--- src/rtl/codec_init_sequencer_if.sv ---
// Handshake bundle between the codec init sequencer and the APU I2C master.
// The sequencer requests register writes; the I2C master reports busy/done/NACK.
interface codec_init_sequencer_if;
  logic        i2c_start;
  logic [6:0]  i2c_dev_addr;
  logic [15:0] i2c_data;
  logic        i2c_busy;
  logic        i2c_done;
  logic        i2c_ack_err;

  modport master (
    output i2c_start,
    output i2c_dev_addr,
    output i2c_data,
    input  i2c_busy,
    input  i2c_done,
    input  i2c_ack_err
  );

  modport slave (
    input  i2c_start,
    input  i2c_dev_addr,
    input  i2c_data,
    output i2c_busy,
    output i2c_done,
    output i2c_ack_err
  );
endinterface

--- src/rtl/codec_init_sequencer.sv ---
// Walks the fixed WM8731 power-up table, issuing one I2C write per entry with
// watchdog, bounded retries and an inter-write gap; re-runnable via start.
module codec_init_sequencer #(
  parameter logic [31:0] MAIN_CLK_SPEED  = 32'd50_000_000,
  parameter logic [6:0]  DEV_ADDR        = 7'h1A,
  parameter logic [15:0] GAP_CYCLES      = 16'd5000,
  parameter logic [19:0] WATCHDOG_CYCLES = 20'd500_000,
  parameter logic [1:0]  MAX_RETRIES     = 2'd3
) (
  input  logic                   clk,
  input  logic                   reset,
  input  logic                   start,
  codec_init_sequencer_if.master bus,
  output logic [3:0]             step,
  output logic [1:0]             retry_cnt,
  output logic                   busy,
  output logic                   cfg_done,
  output logic                   cfg_error
);

  typedef enum logic [2:0] {
    S_IDLE,
    S_ISSUE,
    S_WAIT,
    S_GAP,
    S_DONE,
    S_ERROR
  } state_t;

  localparam logic [3:0] LAST_IDX  = 4'd11;
  localparam logic [3:0] DONE_STEP = 4'd12;

  if (MAIN_CLK_SPEED == 32'd0) begin : g_bad_clk
    $error("MAIN_CLK_SPEED must be nonzero");
  end

  // Register writes in mandatory order: reset first, activate near the end.
  function automatic logic [15:0] rom_entry(input logic [3:0] i);
    case (i)
      4'd0:    return 16'h1E00;
      4'd1:    return 16'h0C10;
      4'd2:    return 16'h0017;
      4'd3:    return 16'h0217;
      4'd4:    return 16'h0479;
      4'd5:    return 16'h0679;
      4'd6:    return 16'h0812;
      4'd7:    return 16'h0A00;
      4'd8:    return 16'h0E02;
      4'd9:    return 16'h1000;
      4'd10:   return 16'h1201;
      4'd11:   return 16'h0C00;
      default: return 16'h0000;
    endcase
  endfunction

  function automatic logic [15:0] sat_inc16(input logic [15:0] v);
    return (v == 16'hFFFF) ? v : v + 16'd1;
  endfunction

  function automatic logic [19:0] sat_inc20(input logic [19:0] v);
    return (v == 20'hF_FFFF) ? v : v + 20'd1;
  endfunction

  state_t      state, state_d;
  logic [3:0]  idx, idx_d;
  logic [1:0]  retry_d;
  logic [15:0] gap_cnt, gap_d;
  logic [19:0] wd_cnt, wd_d;
  logic        ok, ok_d;
  logic        start_d;
  logic        gap_last;

  assign gap_last = ({1'b0, gap_cnt} + 17'd1) >= {1'b0, GAP_CYCLES};
  assign bus.i2c_dev_addr = DEV_ADDR;

  always_comb begin
    state_d = state;
    idx_d   = idx;
    retry_d = retry_cnt;
    gap_d   = gap_cnt;
    wd_d    = wd_cnt;
    ok_d    = ok;
    start_d = 1'b0;
    case (state)
      S_IDLE: begin
        state_d = S_ISSUE;
        idx_d   = 4'd0;
        retry_d = 2'd0;
      end
      S_ISSUE: begin
        if (!bus.i2c_busy) begin
          start_d = 1'b1;
          wd_d    = 20'd0;
          state_d = S_WAIT;
        end
      end
      S_WAIT: begin
        // A done pulse wins over a watchdog expiry landing in the same cycle.
        if (bus.i2c_done) begin
          ok_d    = !bus.i2c_ack_err;
          gap_d   = 16'd0;
          state_d = S_GAP;
        end else if (wd_cnt >= WATCHDOG_CYCLES) begin
          ok_d    = 1'b0;
          gap_d   = 16'd0;
          state_d = S_GAP;
        end else begin
          wd_d = sat_inc20(wd_cnt);
        end
      end
      S_GAP: begin
        if (!gap_last) begin
          gap_d = sat_inc16(gap_cnt);
        end else if (ok) begin
          if (idx == LAST_IDX) begin
            state_d = S_DONE;
          end else begin
            idx_d   = idx + 4'd1;
            retry_d = 2'd0;
            state_d = S_ISSUE;
          end
        end else if (retry_cnt < MAX_RETRIES) begin
          retry_d = retry_cnt + 2'd1;
          state_d = S_ISSUE;
        end else begin
          state_d = S_ERROR;
        end
      end
      S_DONE, S_ERROR: begin
        if (start) begin
          idx_d   = 4'd0;
          retry_d = 2'd0;
          state_d = S_ISSUE;
        end
      end
      default: state_d = S_IDLE;
    endcase
  end

  // Outputs are registered from the next-state values so they line up with state.
  always_ff @(posedge clk) begin
    if (!reset) begin
      state         <= S_IDLE;
      idx           <= 4'd0;
      retry_cnt     <= 2'd0;
      gap_cnt       <= 16'd0;
      wd_cnt        <= 20'd0;
      ok            <= 1'b0;
      bus.i2c_start <= 1'b0;
      bus.i2c_data  <= rom_entry(4'd0);
      step          <= 4'd0;
      busy          <= 1'b0;
      cfg_done      <= 1'b0;
      cfg_error     <= 1'b0;
    end else begin
      state         <= state_d;
      idx           <= idx_d;
      retry_cnt     <= retry_d;
      gap_cnt       <= gap_d;
      wd_cnt        <= wd_d;
      ok            <= ok_d;
      bus.i2c_start <= start_d;
      bus.i2c_data  <= rom_entry(idx_d);
      step          <= (state_d == S_DONE) ? DONE_STEP : idx_d;
      busy          <= (state_d == S_ISSUE) || (state_d == S_WAIT) || (state_d == S_GAP);
      cfg_done      <= (state_d == S_DONE);
      cfg_error     <= (state_d == S_ERROR);
    end
  end

endmodule

--- src/flat_wrapper.sv ---
// flat-port wrapper written by rule: the top's interface ports become plain ports
module codec_init_sequencer_flat 
#(
  parameter logic [31:0] MAIN_CLK_SPEED  = 32'd50_000_000,
  parameter logic [6:0]  DEV_ADDR        = 7'h1A,
  parameter logic [15:0] GAP_CYCLES      = 16'd5000,
  parameter logic [19:0] WATCHDOG_CYCLES = 20'd500_000,
  parameter logic [1:0]  MAX_RETRIES     = 2'd3
)
  (clk, reset, start, step, retry_cnt, busy, cfg_done, cfg_error, bus_i2c_start, bus_i2c_dev_addr, bus_i2c_data, bus_i2c_busy, bus_i2c_done, bus_i2c_ack_err);
  codec_init_sequencer_if bus_i ();
  input  logic clk;
  input  logic reset;
  input  logic start;
  output logic [3:0] step;
  output logic [1:0] retry_cnt;
  output logic busy;
  output logic cfg_done;
  output logic cfg_error;
  output wire logic [$bits(bus_i.i2c_start)-1:0] bus_i2c_start;
  output wire logic [$bits(bus_i.i2c_dev_addr)-1:0] bus_i2c_dev_addr;
  output wire logic [$bits(bus_i.i2c_data)-1:0] bus_i2c_data;
  input wire logic [$bits(bus_i.i2c_busy)-1:0] bus_i2c_busy;
  input wire logic [$bits(bus_i.i2c_done)-1:0] bus_i2c_done;
  input wire logic [$bits(bus_i.i2c_ack_err)-1:0] bus_i2c_ack_err;
  assign bus_i2c_start = bus_i.i2c_start;
  assign bus_i2c_dev_addr = bus_i.i2c_dev_addr;
  assign bus_i2c_data = bus_i.i2c_data;
  assign bus_i.i2c_busy = bus_i2c_busy;
  assign bus_i.i2c_done = bus_i2c_done;
  assign bus_i.i2c_ack_err = bus_i2c_ack_err;
  codec_init_sequencer #(.MAIN_CLK_SPEED(MAIN_CLK_SPEED), .DEV_ADDR(DEV_ADDR), .GAP_CYCLES(GAP_CYCLES), .WATCHDOG_CYCLES(WATCHDOG_CYCLES), .MAX_RETRIES(MAX_RETRIES)) u_core (.clk(clk), .reset(reset), .start(start), .bus(bus_i), .step(step), .retry_cnt(retry_cnt), .busy(busy), .cfg_done(cfg_done), .cfg_error(cfg_error));
endmodule
--- config.mk ---
export PLATFORM = sky130hd
export DESIGN_NAME = codec_init_sequencer_flat
export DESIGN_NICKNAME = d
export VERILOG_FILES = /design/src/rtl/codec_init_sequencer_if.sv /design/src/rtl/codec_init_sequencer.sv /design/src/flat_wrapper.sv
export SDC_FILE = /design/constraint.sdc
export NUM_CORES = 1
export LEC_CHECK = 0
export CAP_MARGIN = 20
export CORE_MARGIN = 2
export CORE_UTILIZATION = 48
export CTS_BUF_LIST = sky130_fd_sc_hd__clkbuf_8
export CTS_CLUSTER_DIAMETER = 200
export DETAILED_ROUTE_END_ITERATION = 10
export PLACE_DENSITY = 0.73
export SLEW_MARGIN = 10
export SYNTH_ARGS = -nofsm -noshare
export SYNTH_HDL_FRONTEND = slang
export SYNTH_SLANG_ARGS = --single-unit
export TNS_END_PERCENT = 20
--- constraint.sdc ---
create_clock -name clk -period 4.9 [get_ports clk]
set_input_delay 0.49 -clock clk [delete_from_list [all_inputs] [get_ports clk]]
set_output_delay 0.49 -clock clk [all_outputs]
set_load 0.03 [all_outputs]
### Yosys cells after proc, flatten, opt, wreduce, memory -nomap -nowiden

Memory sizes are Yosys's and may differ from the RTL's. A register that Yosys moved wholly into a read port is not among the register bits.
Cells that the tools add are included.
W data, S select, Z words.

| word-level totals | value |
|---|---|
| bits of input ports | 6 |
| memories kept | 1 |
| ROM bits | 176 |
| output and inout port bits | 33 |
| register bits after elaboration | 70 |

Memory list:

| name | depth | width | rd ports | clocked after memory_dff | write ports | line | source |
|---|---|---|---|---|---|---|---|
| (no name shown) | 16 | 11 | 1 | 1 | 0 | codec_init_sequencer.sv:39 | `case (i)` |

| operators by class | value |
|---|---|
| bitwise operators | 1 |
| order comparisons | 3 |
| $add $sub $neg | 5 |
| equal/unequal tests | 24 |
| multiplexer cells | 34 |
| reductions and logical operators | 16 |

Operators with widths:

| operator | number |
|---|---|
| $mux W20 | 4 |
| $mux W16 | 4 |
| $pmux W20 S2 | 1 |
| $pmux W16 S2 | 1 |
| $mux W3 | 8 |
| $add A20 B1 Y20 const B | 1 |
| $eq A20 B20 Y1 const B | 1 |
| $ge A20 B19 Y1 const B | 1 |
| $mux W4 | 5 |
| $add A16 B1 Y17 const B | 1 |
| $ge A17 B13 Y1 const B | 1 |
| $add A16 B1 Y16 const B | 1 |
| $eq A16 B16 Y1 const B | 1 |
| $pmux W3 S5 | 1 |
| $ne A2 B2 Y1 const B | 7 |
| $eq A3 B2 Y1 const B | 4 |
| $eq A3 B3 Y1 const B | 4 |
| $pmux W4 S3 | 1 |
| $mux W2 | 5 |
| $reduce_and A5 Y1 | 2 |
| $eq A3 B1 Y1 const B | 2 |
| $pmux W2 S3 | 1 |
| $reduce_bool A2 Y1 | 3 |
| $add A4 B1 Y4 const B | 1 |
| 16 further kinds | 22 |

### Depth between registers and ports, before layout

Gate-level depths: netlist of run 1.

| depth | value |
|---|---|
| depth after elaboration | 8 |
| gate-level depth with buffers | 12 |
| gate-level depth less buffers | 12 |

### Worst setup path after synthesis of run 1

OpenSTA, ideal clock, no wires.

| timing | value |
|---|---|
| path type | register to register |
| from | register u_core.gap_cnt[8] |
| to | register u_core.bus.i2c_data[9] |
| cell stages (with the launch flop) | 12 |
| slack | 1894 ps |
| arrival | 2874 ps |
| data required time | 4768 ps |
| library setup time | 132 ps |
| path through | dfxtp_1 nand4_4 nor4_4 mux2i_1 o21ai_1 or4_1 nand3_1 inv_1 ha_1 inv_1 and4_4 o31ai_2 |

| between the ends | value |
|---|---|
| word-level cells in the longest chain between the ends | 4 |

RTL lines:

| item | line | source |
|---|---|---|
| from (decl) | codec_init_sequencer.sv:67 | `logic [15:0] gap_cnt, gap_d;` |
| from (signal assigned) | codec_init_sequencer.sv:159 | `gap_cnt <= gap_d;` |
| $add A16 B1 Y17 | codec_init_sequencer.sv:73 | `assign gap_last = ({1'b0, gap_cnt} + 17'd1) >= {1'b0, GAP_CYCLES};` |
| $ge A17 B13 Y1 | codec_init_sequencer.sv:73 |  |
| $mux W4 | codec_init_sequencer.sv:112 | `if (!gap_last) begin` |
| $pmux W4 S3 | codec_init_sequencer.sv:84 | `case (state)` |
| named net u_core.idx_d[0] | codec_init_sequencer.sv:65 | `logic [3:0] idx, idx_d;` |
| to (decl) | codec_init_sequencer_if.sv:14 | `output i2c_data,` |

The timed path passes the listed nets, and every way through them passes these cells.
A chain may end at the register's enable or synchronous reset.

### Worst setup path after layout of run 1

| timing | value |
|---|---|
| from | register u_core.gap_cnt[0] |
| to | register u_core.bus.i2c_data[9] |

The elaborated chain is that of the path after synthesis.

==> results of run 1 <==
-- power breakdown --
group | switching [mW] | total, mW | internal (mW)
combinational | 0.0513 | 0.0686 | 0.0173
clock | 0.212 | 0.515 | 0.303
sequential | 0.00494 | 0.520 | 0.515
-- per-layer routing --
metal  wire (µm)  global-route usage [%]
met5           0                       0
met4         115                    8.39
met3         233                    3.41
met2        3210                    30.0
met1        3280                    24.6
-- cells by family after synthesis --
logic type               count (synthesis)  synth area share, %
AND/OR/NAND/NOR                        170                 27.5
AO/OA/AOI/OAI                           92                 17.8
flip-flops                              63                 37.9
buffers and inverters                   45                 7.40
XOR/XNOR                                16                 4.21
adder cells (fa/ha/maj)                  9                 3.38
multiplexers                             5                 1.54
other                                    2                0.226
-- state kept, by name (all words and copies together) (netlist names), 2 cells and up --
register             count
u_core.retry_cnt         2
u_core.wd_cnt           20
u_core.bus.i2c_data      9
u_core.idx               4
u_core.gap_cnt          16
u_core.step              4
u_core.state             3
-- through the flow --
step	area (µm²)	hold slack, ps	util (%)	instances
2_1_floorplan	3370	437	-	412
3_3_place_gp	3550	449	52.5	490
3_5_place_dp	3550	459	52.5	490
4_1_cts	3780	476	55.9	506
5_1_grt	3780	516	56.0	507
6_report	3780	476	56.0	507
-- synthesized netlist by cell type (5+ instances only) --
cell / n / area [µm²]
xnor2_1: 5 / 43.8
ha_1: 9 / 113
nand2_1: 43 / 161
and3_1: 12 / 75.1
o21ai_0: 18 / 90.1
nor2_1: 38 / 143
a31oi_1: 5 / 31.3
or3_1: 6 / 37.5
dfxtp_1: 63 / 1260
nor3_1: 13 / 65.1
clkbuf_1: 7 / 26.3
xor2_1: 11 / 96.3
buf_4: 15 / 113
inv_1: 16 / 60.1
nand3_1: 22 / 110
a21oi_1: 31 / 155
nand4_1: 6 / 37.5
a21boi_0: 5 / 37.5
-- layout make-up --
cell class | count | share of cell area, %
multi-input cells | 304 | 49.2
flip-flops and latches | 63 | 33.3
repair buffers | 28 | 7.18
clock buffers | 10 | 3.64
well taps | 80 | 2.65
clock inverters | 6 | 2.45
inverters | 16 | 1.59
-- path summary, 6_finish.rpt --
| check | start | to | slack [ps] | cells after the start |
|---|---|---|---|---|
| hold / removal | u_core.wd_cnt[19] | u_core.wd_cnt[19] | 480 | 2 |
| hold reg to reg | u_core.wd_cnt[19] | u_core.wd_cnt[19] | 480 | 2 |
| setup / recovery | u_core.gap_cnt[0] | u_core.bus.i2c_data[9] | 1540 | 12 |
| setup reg to reg | u_core.gap_cnt[0] | u_core.bus.i2c_data[9] | 1540 | 12 |
-- critical path, cell delays in order (launching register included) --
cell	delay, ps
dfxtp_1	450
ha_1	340
nand3_1	210
o31a_2	330
a31oi_1	370
nor4_4	110
or4_1	550
nand3_1	150
inv_1	80
ha_1	310
inv_1	70
and4_4	200
o31ai_2	60
==> flow_metrics.tcl, run 1 <==
set metrics [dict create \
    status "finished clean" \
    synth-edff-count 0 \
    ys_warn_count 0 \
    n_antenna_cell 0 \
    drv_cap 0 \
    rsz0062_at_grt "no" \
    cts-root-buf "clkbuf_8" \
    crit_type "flip-flop to flip-flop" \
    skew_ps 8.96 \
    routed_via_density 5.68 \
    remaining_drc_errors 0 \
    final_cell_mix "dfxtp_1, nand2_1, nor2_1, a21oi_1, clkdlybuf4s50_1" \
    fmax_mhz 297 \
    tritoncts "done" \
    ctsHoldBuffers 0 \
    cts.sinks 63 \
    drv_slew 0 \
    clk_latency_ps 350 \
    numPortBuffers 26 \
    start_util_pct 49.3 \
    synth.distinct_cells 62 \
    postCtsSetupBuffers 0 \
    post_cts_resized 0 \
    drtIter0Drc 176 \
    setup_violations 0 \
    clk_pin_slew_ps 70 \
    dr.pass1.iters 5 \
    routabilityCongestion 0.915 \
    synth-seq-cells 63 \
    synth_flop_cell "dfxtp_1" \
    grt_pass1_wl_mm 11.4 \
    seq_area_frac_synth_pct 37.9 \
    coreArea_um2 6760 \
    placementRows 30 \
    vias 2880 \
    die_height_um 87.3 \
    clockBufferDepth 2 \
    antenna_found_initial 0 \
    min_period_ps 3360 \
    htree_levels 3 \
    hold_viol_final 0 \
    fin_setup_tns_ps 0 \
    syn_area_um2 3330 \
    grt_start_max_net_pins 24 \
    fill_cells 629 \
    io_pins 39 \
    dieArea_um2 7620 \
    leakagePower_nw 1.45 \
    place_ws_ps 1580 \
    syn_inst 402 \
    seq_area_um2 1260 \
    syn_to_final_growth_pct 13.6 \
    setup.worst_path.end_class "flip-flop" \
    ir_drop_mv 0.163 \
    slew_headroom_pct 42.9 \
    grt_usage_pct 18.8 \
    layout_commonest_cell "dfxtp_1" \
    setup_slack_ps 1540 \
    min_path_type "flip-flop to flip-flop" \
    ant_nets 0 \
    min_period_over_period_pct 68.6 \
    multi_input_area_um2 1860 \
    cp_max_fo 8 \
    grt.overflow.total 0 \
    arrival_ps 3570 \
    tightest_slew_ps 857 \
    cts_made_buffers 9 \
    grt_pass1_vias 2489 \
    critPathRequiredTime_ps 5110 \
    nets 437 \
    power_mw 1.10 \
    async_flop_share_pct 0 \
    powerDensity_nw_per_um2 292 \
    dp_hpwl_mm 4.77 \
    drive_above_1_share_pct 7.96 \
    avgSynthCellArea_um2 8.28 \
    avgRoutedWirePerCell_um 13.5 \
    routed_wirelength_mm 6.83 \
    crit_path_start_kind "flip-flop" \
    fp.dieW_um 87.3 \
]
Note: power is estimated with default switching activity, not from simulation.
==> inputs of run 2 (changes only) <==
==> constraint.sdc (replaced) <==
create_clock -name clk -period 3.1 [get_ports clk]
set_input_delay 0.31 -clock clk [delete_from_list [all_inputs] [get_ports clk]]
set_output_delay 0.31 -clock clk [all_outputs]
set_load 0.03 [all_outputs]
==> run 2 against run 1 <==
Global-route usage up 0.68 points. Sequential power up 58%. Clock skew down 1.2 ps. Critical path depth unchanged. Cell count up 3.6%. Sequential share of layout area down 1.1 points. Via count up 0.87%. Worst setup slack worse by 1400 ps. Critical path type unchanged.
==> flow_metrics.tcl, run 2 (same netlist as run 1, synthesis figures left out) <==
set metrics [dict create \
    routabilityCongestion 0.917 \
    status "finished clean" \
    rsz0062_at_grt "yes" \
    remaining_drc_errors 0 \
    fill_cells 589 \
    ctsHoldBuffers 0 \
    hold_viol_final 0 \
    min_period_ps 2950 \
    cts_made_buffers 9 \
    setup_violations 0 \
    r2r_end "u_core.bus.i2c_data[9]" \
    grt.overflow.total 0 \
    dr.pass1.iters 4 \
    tightest_slew_ps 684 \
    start_util_pct 49.3 \
    placementRows 30 \
    final_cells 525 \
    min_path_type "flip-flop to flip-flop" \
    cts.sinks 63 \
    coreArea_um2 6760 \
    clockBufferDepth 2 \
    cts-root-buf "clkbuf_8" \
    top_regs "u_core.wd_cnt (20), u_core.gap_cnt (16), u_core.bus.i2c_data (9)" \
    grt_pass1_wl_mm 11.9 \
    vias 2905 \
    r2r_start "u_core.gap_cnt[0]" \
    die_height_um 87.3 \
    routed_via_density 5.53 \
    ant_nets 0 \
    avgRoutedWirePerCell_um 13.4 \
    ir_drop_mv 0.350 \
    layout_commonest_cell "dfxtp_1" \
    fp.dieW_um 87.3 \
    n_antenna_cell 0 \
    antenna_found_initial 0 \
    grt_start_max_net_pins 19 \
    r2r_setup_slack_ps 150 \
    postCtsSetupBuffers 0 \
    powerDensity_nw_per_um2 423 \
    power_mw 1.67 \
    min_to "u_core.wd_cnt[19]" \
    reg2reg_depth 12 \
    dieArea_um2 7620 \
    cp_max_fo 4 \
    fin_setup_tns_ps 0 \
    nets 455 \
    critPathRequiredTime_ps 3360 \
    skew_ps 7.77 \
    post_cts_resized 0 \
    setup.worst_path.end_class "flip-flop" \
    io_pins 39 \
    leakagePower_nw 1.54 \
    fmax_mhz 339 \
    routed_wirelength_mm 7.04 \
    min_path_cells 2 \
    numPortBuffers 26 \
    final_util_pct 58.4 \
    dp_cells 509 \
    arrival_ps 3200 \
    drive_above_1_share_pct 14.8 \
    htree_levels 3 \
    clk_pin_slew_ps 70 \
    clk_latency_ps 340 \
    drtIter0Drc 135 \
    crit_type "flip-flop to flip-flop" \
    final_cell_mix "dfxtp_1, nand2_1, nor2_1, a21oi_1, clkdlybuf4s50_1" \
    crit_path_start_kind "flip-flop" \
    slew_headroom_pct 54.3 \
    grt_usage_pct 19.5 \
    regMostFlops "u_core.wd_cnt" \
    drv_cap 0 \
    min_period_over_period_pct 95.0 \
    dp_hpwl_mm 5.04 \
    syn_to_final_growth_pct 18.5 \
    drv_slew 0 \
    hold_start "u_core.wd_cnt[19]" \
    tritoncts "done" \
    grt_pass1_vias 2661 \
    largest_register_ffs 20 \
]
## run 2: cell count changes in the layout (fill, tap and decap cells not counted), sizes merged
| cell | delta |
|---|---|
| bufinv | -1 |
| buf | +19 |
## run 2: layout make-up
| cell class | instances | area, µm² | area share, % |
|---|---|---|---|
| Multi-Input combinational cell | 304 | 1900 | 48.0 |
| Sequential cell | 63 | 1270 | 32.2 |
| Timing Repair Buffer | 46 | 410 | 10.4 |
| Clock buffer | 11 | 151 | 3.84 |
| Tap cell | 80 | 100 | 2.54 |
| Inverter | 16 | 60.1 | 1.52 |
| Clock inverter | 5 | 57.6 | 1.46 |
## run 2: how the worst max path moves through the flow
| stage | depth (start not counted) | startpoint | endpoint | slack, ps |
|---|---|---|---|---|
| after floorplan | 11 | u_core.gap_cnt[8] | u_core.bus.i2c_data[9] | 90 |
| after global placement | 12 | u_core.gap_cnt[1] | u_core.bus.i2c_data[9] | 170 |
| after detailed placement | 14 | u_core.gap_cnt[1] | u_core.bus.i2c_data[9] | 60 |
| after CTS | 12 | u_core.gap_cnt[1] | u_core.bus.i2c_data[9] | 10 |
| after global routing | 10 | u_core.gap_cnt[0] | u_core.gap_cnt[9] | -60 |
| final | 12 | u_core.gap_cnt[0] | u_core.bus.i2c_data[9] | 150 |
## run 2: stage by stage
stage | area, µm² | hold WS (ps) | worst slack [ps]
final | 3950 | 482 | 154
after detailed placement | 3690 | 466 | 60.6
after global routing | 3950 | 508 | -58.5
after CTS | 3900 | 484 | 12.2
after floorplan | 3370 | 437 | 93.9
after global placement | 3690 | 452 | 166
## run 2: power by group
part | switching, mW | internal [mW] | leakage, nW
logic | 0.0827 | 0.0344 | 0.927
clock network | 0.316 | 0.413 | 0.103
registers | 0.00770 | 0.815 | 0.513
## run 2: worst max-delay path, cell delays in order (launching register included)
cell and delay [ps]:
dfxtp_1 410, nand4_1 200, nor4_4 300, mux2i_1 270, buf_4 170, nor4_4 50, or4_1 560, nand3_1 130
inv_1 70, ha_1 290, inv_1 60, and4_4 140, o31ai_2 210
## run 2: metal layers
layer | vias to the layer above | share of wire [%] | GRT usage (%)
met4 | 0 | 1.2 | 7.13
li1 | 1479 | - | -
met2 | 55 | 48 | 31.7
met1 | 1363 | 47 | 25.0
met3 | 8 | 4.0 | 4.55
met5 | - | 0 | 0
